**src/rtl/load_store_unit.sv**
```systemverilog
// Data-memory initiator: accepts one RV32I load/store, drives a word-wide memory and
// returns extended load data. Sub-word stores use read-modify-write (no byte enables).
module load_store_unit #(
    parameter int unsigned MEM_WORDS = 32
) (
    input  logic        clk,
    input  logic        rst_n,
    input  logic        req_valid,
    output logic        req_ready,
    input  logic        req_write,
    input  logic [2:0]  funct3,
    input  logic [31:0] addr,
    input  logic [31:0] wdata,
    output logic        resp_valid,
    output logic        resp_err,
    output logic [31:0] rdata,
    output logic        MemRead,
    output logic        MemWrite,
    output logic [31:0] memAddress,
    output logic [31:0] memWriteData,
    input  logic [31:0] memReadData
);

    typedef enum logic [1:0] {
        IDLE  = 2'b00,
        READ  = 2'b01,
        WRITE = 2'b10,
        RESP  = 2'b11
    } state_t;

    localparam logic [31:0] MEM_WORDS_C = 32'(MEM_WORDS);

    state_t      state_r;
    logic        write_r;
    logic [2:0]  funct3_r;
    logic [1:0]  lane_r;
    logic [31:0] wdata_r;
    logic [31:0] loadValue_s;
    logic [31:0] mergedWord_s;

    function automatic logic reqError(input logic wr, input logic [2:0] f3, input logic [31:0] a);
        logic bad;
        bad = 1'b0;
        case (f3)
            3'b000:  bad = 1'b0;
            3'b001:  bad = a[0];
            3'b010:  bad = (a[1:0] != 2'b00);
            3'b100:  bad = wr;
            3'b101:  bad = wr | a[0];
            default: bad = 1'b1;
        endcase
        return bad | ({2'b00, a[31:2]} >= MEM_WORDS_C);
    endfunction

    function automatic logic [31:0] loadExtend(input logic [2:0] f3, input logic [1:0] lane,
                                               input logic [31:0] word);
        logic [31:0] byteSh;
        logic [31:0] halfSh;
        logic [31:0] res;
        byteSh = word >> {lane, 3'b000};
        halfSh = word >> {lane[1], 4'b0000};
        case (f3)
            3'b000:  res = {{24{byteSh[7]}}, byteSh[7:0]};
            3'b100:  res = {24'h00_0000, byteSh[7:0]};
            3'b001:  res = {{16{halfSh[15]}}, halfSh[15:0]};
            3'b101:  res = {16'h0000, halfSh[15:0]};
            3'b010:  res = word;
            default: res = 32'h0000_0000;
        endcase
        return res;
    endfunction

    // Replace only the addressed byte/half lane of the captured word.
    function automatic logic [31:0] storeMerge(input logic [2:0] f3, input logic [1:0] lane,
                                               input logic [31:0] word, input logic [31:0] wd);
        logic [31:0] mask;
        logic [31:0] data;
        case (f3)
            3'b000: begin
                mask = 32'h0000_00FF << {lane, 3'b000};
                data = {4{wd[7:0]}};
            end
            3'b001: begin
                mask = 32'h0000_FFFF << {lane[1], 4'b0000};
                data = {2{wd[15:0]}};
            end
            default: begin
                mask = 32'hFFFF_FFFF;
                data = wd;
            end
        endcase
        return (word & ~mask) | (data & mask);
    endfunction

    assign loadValue_s  = loadExtend(funct3_r, lane_r, memReadData);
    assign mergedWord_s = storeMerge(funct3_r, lane_r, memReadData, wdata_r);

    // Request FSM; every output is a register so memory-side signals stay glitch-free.
    always_ff @(posedge clk or negedge rst_n) begin
        if (!rst_n) begin
            state_r      <= IDLE;
            write_r      <= 1'b0;
            funct3_r     <= 3'b000;
            lane_r       <= 2'b00;
            wdata_r      <= 32'h0000_0000;
            req_ready    <= 1'b1;
            resp_valid   <= 1'b0;
            resp_err     <= 1'b0;
            rdata        <= 32'h0000_0000;
            MemRead      <= 1'b0;
            MemWrite     <= 1'b0;
            memAddress   <= 32'h0000_0000;
            memWriteData <= 32'h0000_0000;
        end else begin
            case (state_r)
                IDLE: begin
                    resp_valid <= 1'b0;
                    if (req_valid) begin
                        write_r      <= req_write;
                        funct3_r     <= funct3;
                        lane_r       <= addr[1:0];
                        wdata_r      <= wdata;
                        memAddress   <= {2'b00, addr[31:2]};
                        memWriteData <= wdata;
                        req_ready    <= 1'b0;
                        if (reqError(req_write, funct3, addr)) begin
                            state_r    <= RESP;
                            resp_valid <= 1'b1;
                            resp_err   <= 1'b1;
                            rdata      <= 32'h0000_0000;
                        end else if (req_write && (funct3 == 3'b010)) begin
                            state_r  <= WRITE;
                            MemWrite <= 1'b1;
                        end else begin
                            state_r <= READ;
                            MemRead <= 1'b1;
                        end
                    end else begin
                        req_ready <= 1'b1;
                    end
                end
                READ: begin
                    MemRead <= 1'b0;
                    if (write_r) begin
                        state_r      <= WRITE;
                        MemWrite     <= 1'b1;
                        memWriteData <= mergedWord_s;
                    end else begin
                        state_r    <= RESP;
                        resp_valid <= 1'b1;
                        resp_err   <= 1'b0;
                        rdata      <= loadValue_s;
                    end
                end
                WRITE: begin
                    MemWrite   <= 1'b0;
                    state_r    <= RESP;
                    resp_valid <= 1'b1;
                    resp_err   <= 1'b0;
                    rdata      <= 32'h0000_0000;
                end
                RESP: begin
                    resp_valid <= 1'b0;
                    req_ready  <= 1'b1;
                    state_r    <= IDLE;
                end
                default: begin
                    state_r    <= IDLE;
                    req_ready  <= 1'b1;
                    resp_valid <= 1'b0;
                    MemRead    <= 1'b0;
                    MemWrite   <= 1'b0;
                end
            endcase
        end
    end

endmodule

```
**config.mk**
```make
export PLATFORM = sky130hd
export DESIGN_NAME = load_store_unit
export DESIGN_NICKNAME = d
export VERILOG_FILES = /design/src/rtl/load_store_unit.sv
export SDC_FILE = /design/constraint.sdc
export NUM_CORES = 1
export LEC_CHECK = 0
export ABC_AREA = 1
export CORE_ASPECT_RATIO = 0.7
export CORE_MARGIN = 2
export CORE_UTILIZATION = 27
export CTS_CLUSTER_DIAMETER = 30
export DETAILED_ROUTE_END_ITERATION = 10
export GPL_ROUTABILITY_DRIVEN = 1
export GPL_TIMING_DRIVEN = 0
export PLACE_DENSITY_LB_ADDON = 0.25
export SLEW_MARGIN = 10
export SYNTH_ARGS = -nofsm -noshare
export SYNTH_HDL_FRONTEND = slang
export SYNTH_SLANG_ARGS = --single-unit
```
**constraint.sdc**
```tcl
create_clock -name clk -period 1.6 [get_ports clk]
set_clock_uncertainty 0.05 [all_clocks]
set_input_delay 0.16 -clock clk [delete_from_list [all_inputs] [get_ports clk]]
set_output_delay 0.16 -clock clk [all_outputs]
set_load 0.02 [all_outputs]
```
# After elaboration in Yosys (flattened, before gate mapping)
# Cells that the tools add are included.
# Widths: inputs -> output; s select.
[word_totals]
out_inout_bits = 101
word_cells = 92
register_bits = 139
[op_classes]
bitwise_logic = 6
n_shift = 4
n_mux = 37
n_reduce_logical = 13
order_cmp = 1
eq_ne = 18
[ops]
columns = ["operator", "n"]
rows = [
  ["$pmux 32 s2", 3],
  ["$mux 32", 5],
  ["$pmux 32 s5", 1],
  ["$pmux 32 s3", 1],
  ["$and 32x32->32", 2],
  ["$not 32->32", 1],
  ["$or 32x32->32", 1],
  ["$shl 16x5->32 const A", 1],
  ["$shl 8x5->32 const A", 1],
  ["$shr 32x5->16", 1],
  ["$shr 32x5->8", 1],
  ["$ge 30x6->1 const B", 1],
  ["$mux 1", 17],
  ["$ne 2x2->1 const B", 7],
  ["$eq 3x3->1 const B", 4],
  ["$pmux 2 s4", 1],
  ["$reduce_and 4->1", 2],
  ["$eq 3x1->1 const B", 2],
  ["$eq 3x2->1 const B", 2],
  ["$logic_not 3->1", 2],
  ["$mux 2", 3],
  ["$pmux 1 s3", 2],
  ["$reduce_bool 2->1", 3],
  ["$pmux 1 s5", 1],
  ["other kinds (11)", 14],
]

# Longest topological paths before layout
# Gate-level depths: netlist (run 1).
[depth]
ltp_word = 8
mapped_depth = 12

# Least setup slack after synthesis (run 1)
# OpenSTA, ideal clock, no wires.
[synth_path]
path_kind = "register to register"
start = "register state_r[0]"
end = "register rdata[19]"
stages_incl_launch_ff = 13
required_ns = 1.417
path_buffers = 2
period_less_slack_ns = 1.788
path_slack_ns = -0.188
arrival_ns = 1.605
path_cell_list = "dfrtp_1 > inv_1 > ha_1 > inv_2 > nor2_1 > a21oi_1 > inv_1 > a21oi_2 > nand2_1 > buf_4 > buf_4 > nand2_1 > o21ai_0"
[synth_via]
elab_chain_len = 3
[synth_rtl]
columns = ["element", "line", "rtl"]
rows = [
  ["start, declared", "33", "state_t state_r;"],
  ["start signal, assigned", "101", "state_r <= IDLE;"],
  ["start signal, assigned", "127", "state_r <= RESP;"],
  ["start signal, assigned", "132", "state_r <= WRITE;"],
  ["$eq 2x1->1, or another cell as far along", "115", "case (state_r)"],
  ["$ne 2x2->1 (no source line) / $reduce_bool 3->1 (equally long branches)", "-", ""],
  ["$reduce_and 4->1 (no source line)", "-", ""],
  ["end signal, assigned", "152", "rdata <= loadValue_s;"],
  ["end, declared", "16", "output logic [31:0] rdata,"],
]
# Several ways; a longest one is shown, not always the timed one.
# A chain may end at the register's enable or synchronous reset.

# Final worst setup path (run 1)
# Same ends and word-level chain as after synthesis.

==> summary.md, run 1 <==
| Metric | Value |
|---|---|
| Outcome | `finished, violations left` |
| Failing checks | `negative setup slack` |
| First-pass iteration count of the detailed router | `5` |
| DRC | `0` |
| Worst path cell trace | `buf_4 -> ha_4 -> clkbuf_4 -> a21oi_4 -> nand2_4 -> buf_12 -> clkbuf_16 -> nand2_2 -> o21ai_1` |
| Fin util | `43.9%` |
| Crit path DAT | `2110 ps` |
| Multi-input logic area | `3640 µm²` |
| Synthesis-to-finish area growth | `58.6%` |
| Mean Syn Cell Area | `8.05 µm²` |
| GRT overflow | `0` |
| Most frequent cells in the layout | `nand2_1, dfrtp_1, clkdlybuf4s50_1` |
| Gr usage total | `between 20% and 30%` |
| Final setup vio count | `between 60 and 70` |
| Vias post-DR | `7209` |
| Final Hold Fails | `0` |
| Final worst-path cycle share | `116%` |
| Crit-path max cell delay | `430 ps` |
| Worst-Skew Late Latency | `430 ps` |
| Register area share after synthesis | `48.6%` |
| Largest net degree at the start of global routing | `102` |
| WL/cell | `18.7 µm` |
| DRT antenna net count | `0` |
| Max-cap violations | `0` |
| # rows | `49` |
| #FFs+latches synth | `139` |
| Final nets | `between 1000 and 1500` |
| Starting Density | `between 20% and 30%` |
| Req. time, crit path | `1860 ps` |
| First-pass GRT wire length | `between 40 and 50 mm` |
| Iter 0 DRT Violations | `around 570` |
| Synthesized instance count | `890` |
| RSZ-0062 raised after global routing | `yes` |
| DP HPWL | `21.2 mm` |
| Post-synthesis cell area | `7160 µm²` |
| Worst Path Max Fanout | `10` |
| Final setup margin | `-251 ps` |
| Die height | `approximately 140 µm` |
| Port Buffers | `~200` |
| Share of layout cells above drive strength 1 | `24.1%` |
| Post-Route WL | `28.5 mm` |
| Routability cong. | `between 0.8 and 0.9` |
| Clock Tree Root | `clkbuf_16` |
| CTS sink count | `139` |
| DIE WIDTH | `approximately 200 µm` |
| DIE AREA | `27900 µm²` |
| Vias in the first global route | `a little over 7000` |
| Worst-Margin Slew | `roughly 550 ps` |
| Buffers from clock root to sink, at most | `2` |
| Relative slew slack | `63.4%` |
| Core area | `25900 µm²` |
| Commonest non-fill, non-tap cell in the layout | `nand2_1` |
| Place WS | `-745 ps` |
| I/O Pins | `between 200 and 250` |
| Total power | `~28000 µW` |
| Initial antenna violation count | `1` |
| Critical path class | `reg -> reg` |
| Shortest period the worst path allows | `1850 ps` |
| Worst vdd ir | `1.15 mV` |
| Sequential Area | `3480 µm²` |
| Count of cell types in the netlist | `31` |
| LEAKAGE | `0.00531 µW` |
| Clock transition at path regs | `60 ps` |
| Slew Limit Fails | `0` |
| TritonCTS clock tree | `yes` |
| Hold Crit Class | `in -> async` |
| CP endpoint kind | `flip-flop` |
| Max Fclk | `540 MHz` |
| H-tree depth | `4` |
| CTS buffer count | `17` |
| Worst setup SP type | `flip-flop` |
| Yosys warning count | `0` |
| PwrDens | `about 2400 nW/µm²` |
| Antenna cells | `0` |
| Filler cells | `2620` |
| CP max-delay cell | `dfrtp_2` |
| Average via count per standard cell | `4.74` |
==> final timing paths <==
kind / from / to / slack (ps) / cells past startpoint
worst max-delay path: state_r[0] / rdata[19] / -250 / 9
worst min-delay path: rst_n / memWriteData[17] / 150 / 2
worst max register to register: state_r[0] / rdata[19] / -250 / 9
worst min register to register: memWriteData[28] / memWriteData[28] / 420 / 2
max in group asynchronous: rst_n / funct3_r[0] / 500 / 3
min in group clk: addr[11] / memAddress[9] / 250 / 3
==> metal layers <==
metal | up-vias | global-route usage, % | wire, µm
li1 | 3443 | - | -
met1 | 3484 | 30.9 | 13900
met2 | 255 | 28.6 | 11800
met3 | 27 | 5.97 | 2460
met4 | 0 | 5.15 | 350
met5 | - | 0.705 | 0
==> worst max-delay path, delay by kind of cell, from the launching register on <==
family / cells / cell delay [ps]
buffers and inverters: 4 / 690
flip-flops: 1 / 430
AND/OR/NAND/NOR: 2 / 150
AO/OA/AOI/OAI: 2 / 230
adder cells (fa/ha/maj): 1 / 180
==> state kept, by name, summed over array words and instances (netlist names) <==
name	flops
state_r	2
rdata	32
MemWrite	1
memWriteData	32
memAddress	30
funct3_r	3
wdata_r	32
lane_r	2
resp_err	1
req_ready	1
MemRead	1
resp_valid	1
write_r	1
==> cell type report <==
class | instances | share of cell area, %
Multi-Input combinational cell | 638 | 32.0
Sequential cell | 139 | 30.7
Timing Repair Buffer | 242 | 21.2
Buffer | 50 | 4.06
Clock buffer | 20 | 3.93
Tap cell | 357 | 3.93
Inverter | 63 | 2.27
Clock inverter | 12 | 1.93
==> kinds of logic (layout without fill, tap and decap cells) <==
family,count (synthesis),count (layout),synth area share [%]
AOI/OAI and AO/OA,215,215,16.0
DFF,139,139,48.6
adders and majority gates,4,4,0.699
and+or+nand+nor,377,377,21.3
muxes,40,40,6.29
other,1,2,0.0523
buffers and inverters,114,387,7.11
==> stage by stage <==
stage               TNS (ps)  hold WS (ps)  cell area, µm²  instances
floorplan              -2930          -186            7230        891
CTS                   -12400           156           11000       1515
global placement     -838580           415            9690       1449
global route          -16430           178           11400       1521
detailed placement    -52380          18.0            9720       1450
finish                -11990           154           11400       1521
==> power by group <==
part           switching, µW  internal [µW]  leakage [µW]
clock                   1610           2960      0.000320
combinational           9460           7060       0.00331
sequential              1230           5240       0.00168
==> Yosys cell counts <==
master / count / area (µm²)
a21oi_1: 96 / 480
a21oi_2: 2 / 17.5
a31oi_1: 5 / 31.3
buf_1: 4 / 15.0
buf_2: 18 / 90.1
buf_4: 9 / 67.6
buf_6: 3 / 33.8
clkbuf_1: 17 / 63.8
conb_1: 1 / 3.75
dfrtp_1: 138 / 3450
dfstp_2: 1 / 26.3
ha_1: 4 / 50.1
inv_1: 56 / 210
inv_2: 6 / 22.5
inv_4: 1 / 6.26
mux2_2: 40 / 450
nand2_1: 246 / 923
nand2_2: 3 / 18.8
nand2_4: 2 / 22.5
nand3_1: 29 / 145
nand4_1: 3 / 18.8
nor2_1: 87 / 327
nor2_2: 2 / 12.5
nor2_4: 3 / 33.8
nor2_8: 1 / 20.0
o211ai_1: 20 / 150
o21a_1: 1 / 7.51
o21ai_0: 66 / 330
o21ai_1: 24 / 120
o22ai_1: 1 / 6.26
or2_2: 1 / 6.26
==> repair_timing <==
item                                    in CTS  in global routing
cloned                                       7                  1
hold buffers                                 1                  0
setup buffers                               25                  6
pin swaps                                   19                 25
endpoints found under the setup margin     232                123
endpoints found under the hold margin       38                  0
resized for setup                          213                112
Power figures use the tool's default switching activity.
==> run 2, diff against run 1 <==
--- a/config.mk
+++ b/config.mk
@@ -6,14 +6,18 @@
 export NUM_CORES = 1
 export LEC_CHECK = 0
 export ABC_AREA = 1
+export CELL_PAD_IN_SITES_DETAIL_PLACEMENT = 2
+export CELL_PAD_IN_SITES_GLOBAL_PLACEMENT = 2
 export CORE_ASPECT_RATIO = 0.7
 export CORE_MARGIN = 2
-export CORE_UTILIZATION = 27
+export CORE_UTILIZATION = 25
+export CTS_BUF_LIST = sky130_fd_sc_hd__clkbuf_8
 export CTS_CLUSTER_DIAMETER = 30
 export DETAILED_ROUTE_END_ITERATION = 10
 export GPL_ROUTABILITY_DRIVEN = 1
 export GPL_TIMING_DRIVEN = 0
 export PLACE_DENSITY_LB_ADDON = 0.25
+export RECOVER_POWER = 50
 export SLEW_MARGIN = 10
 export SYNTH_ARGS = -nofsm -noshare
 export SYNTH_HDL_FRONTEND = slang
==> run 2 against run 1 <==
Compared with the run above: the run still ends with negative setup slack left; sequential cell count stayed put; critical path type unchanged; design area down 3.0%; register-to-register slack worse by 40 ps; clock-buffer cell count unchanged; final cell count rose by 0.26%; largest cell class unchanged; core utilization fell by 4.6 points; clock power shrank 36%; critical path depth grew 3.
==> summary.md, run 2 (synthesized netlist as in run 1, its figures left out) <==
| Metric | Value |
|---|---|
| Outcome | `finished, violations left` |
| Failing checks | `negative setup slack` |
| Antenna cells | `0` |
| Clk pwr share | `between 10% and 20%` |
| Met2 usage | `~34%` |
| Average via count per standard cell | `around 4.8` |
| WL/cell | `21.9 µm` |
| Switching Share | `48.4%` |
| CTS buffer count | `17` |
| DP HPWL | `24.8 mm` |
| Shortest period the worst path allows | `around 1900 ps` |
| Routability cong. | `0.839` |
| Final worst-path cycle share | `118%` |
| # rows | `51` |
| Slew Limit Fails | `0` |
| Psw | `12700 µW` |
| Req. time, crit path | `1920 ps` |
| DIE WIDTH | `between 200 and 250 µm` |
| PwrDens | `2390 nW/µm²` |
| Clock Tree Root | `clkbuf_8` |
| Final Hold Fails | `0` |
| Most frequent cells in the layout | `nand2_1, dfrtp_1, clkdlybuf4s50_1` |
| Initial antenna violation count | `0` |
| Post-route insts no fill | `~1500` |
| Port Buffers | `201` |
| Met3 Use GR | `4.05%` |
| Hold Crit Class | `in -> reg` |
| Sequential power share | `24.4%` |
| Relative slew slack | `13.0%` |
| Pint | `13600 µW` |
| Starting Density | `between 20% and 30%` |
| Max Fclk | `around 530 MHz` |
| CP max-delay cell | `dfrtp_2` |
| Crit-path max cell delay | `~410 ps` |
| Clock transition at path regs | `about 90 ps` |
| Gr usage total | `~22%` |
| Worst setup SP type | `flip-flop` |
| Buf/Inv on CP | `5` |
| DRT antenna net count | `0` |
| Die height | `146 µm` |
| Vias in the first global route | `roughly 8000` |
| Setup total negative slack | `-16630 ps` |
| GRT overflow | `0` |
| Final nets | `1249` |
| Commonest non-fill, non-tap cell in the layout | `nand2_1` |
| CP endpoint kind | `flip-flop` |
| Worst Path Max Fanout | `7` |
| Worst-Skew Late Latency | `490 ps` |
| Final setup vio count | `145` |
| Filler cells | `3133` |
| Met1 usage | `33.4%` |
| Crit path DAT | `2210 ps` |
| H-tree depth | `4` |
| First-pass GRT wire length | `49.9 mm` |
| Largest net degree at the start of global routing | `between 90 and 100` |
| Family with the most delay on the worst path | `buffers and inverters` |
| DRC | `0` |
| Worst path cell trace | `inv_2 -> ha_4 -> inv_4 -> nor2_2 -> a21oi_4 -> inv_2 -> a21oi_4 -> nand2_4 -> buf_12 -> clkbuf_16 -> nand2_1 -> o21ai_1` |
| Vias post-DR | `7312` |
| Top Registers | `memWriteData: 32 flops, rdata: 32 flops, wdata_r: 32 flops` |
| Post-Route WL | `roughly 33 mm` |
| Max-cap violations | `0` |
| Share of layout cells above drive strength 1 | `between 20 and 25%` |
| Iter 0 DRT Violations | `421` |
| Worst vdd ir | `0.669 mV` |
| CTS sink count | `139` |
| Synthesis-to-finish area growth | `53.9%` |
| Buffers from clock root to sink, at most | `2` |
| TritonCTS clock tree | `yes` |
| Core area | `28000 µm²` |
| Worst-Margin Slew | `roughly 1300 ps` |
| Critical path class | `reg -> reg` |
| Placed insts | `~1500` |
| Final setup margin | `-288 ps` |
| RSZ-0062 raised after global routing | `yes` |
| I/O Pins | `204` |
| Combinational share of power | `64.4%` |
| LEAKAGE | `about 0.005 µW` |
| Busiest grt layer | `met2` |
| DIE AREA | `approximately 30000 µm²` |
| First-pass iteration count of the detailed router | `4` |
## run 2: timing repair
item	4_1_cts	5_1_grt
pin swaps	17	19
endpoints found under the hold margin	76	0
cloned	1	5
endpoints found under the setup margin	236	99
hold buffers	1	0
buffers inserted	20	4
resized for setup	232	72
## run 2: area by class of cell
type	instances	area (µm²)	area share (%)
multi-input cells	638	3660	33.2
inverters	63	256	2.33
flip-flops and latches	139	3480	31.6
clock inverters	11	105	0.953
well taps	371	464	4.21
plain buffers	50	494	4.48
clock buffers	20	275	2.50
repair buffers	233	2290	20.8
## run 2: layer usage
layer,wire [µm],vias up,part of all wire [%]
li1,-,3427,-
met1,16600,3748,50
met2,15000,122,45
met3,1600,15,4.8
met4,208,0,0.62
met5,0,-,0
## run 2: final timing paths
check | cells past startpoint | startpoint | slack (ps) | to
worst max-delay path | 12 | state_r[0] | -290 | rdata[10]
worst min-delay path | 3 | addr[14] | 200 | memAddress[12]
worst max register to register | 12 | state_r[0] | -290 | rdata[10]
worst min register to register | 2 | rdata[17] | 440 | rdata[17]
max in group asynchronous | 3 | rst_n | -90 | state_r[0]
min in group asynchronous | 2 | rst_n | 440 | memAddress[17]
## run 2: worst min-delay path, delay by kind of cell
family	cells	cell delay [ps]
compound gates	1	70
buf+inv	2	470
## run 2: stage by stage
step	setup slack (ps)	utilization [%]	cell area, µm²	power (µW)	hold WS, ps
2_1_floorplan	-70.6	-	7230	14200	-186
3_3_place_gp	-5940	34.6	9710	19800	410
3_5_place_dp	-987	34.8	9740	20200	36.7
4_1_cts	-255	37.9	10600	24400	110
5_1_grt	-366	39.4	11000	28200	215
6_report	-288	39.4	11000	26300	204
## run 2: power by group through the flow
stage	Clock [µW]	Sequential [µW]	Combinational, µW
2_1_floorplan	0	7550	6620
3_3_place_gp	0	6280	13600
3_5_place_dp	0	6340	13900
4_1_cts	3020	6360	15100
5_1_grt	3190	6650	18400
6_report	2940	6430	16900
==> run 3, diff against run 2 <==
--- a/config.mk
+++ b/config.mk
@@ -12,7 +12,7 @@
 export CORE_MARGIN = 2
 export CORE_UTILIZATION = 25
 export CTS_BUF_LIST = sky130_fd_sc_hd__clkbuf_8
-export CTS_CLUSTER_DIAMETER = 30
+export CTS_CLUSTER_DIAMETER = 60
 export DETAILED_ROUTE_END_ITERATION = 10
 export GPL_ROUTABILITY_DRIVEN = 1
 export GPL_TIMING_DRIVEN = 0
==> results of run 3 <==
Final layout, timing and power as in run 2 (identical DEF).
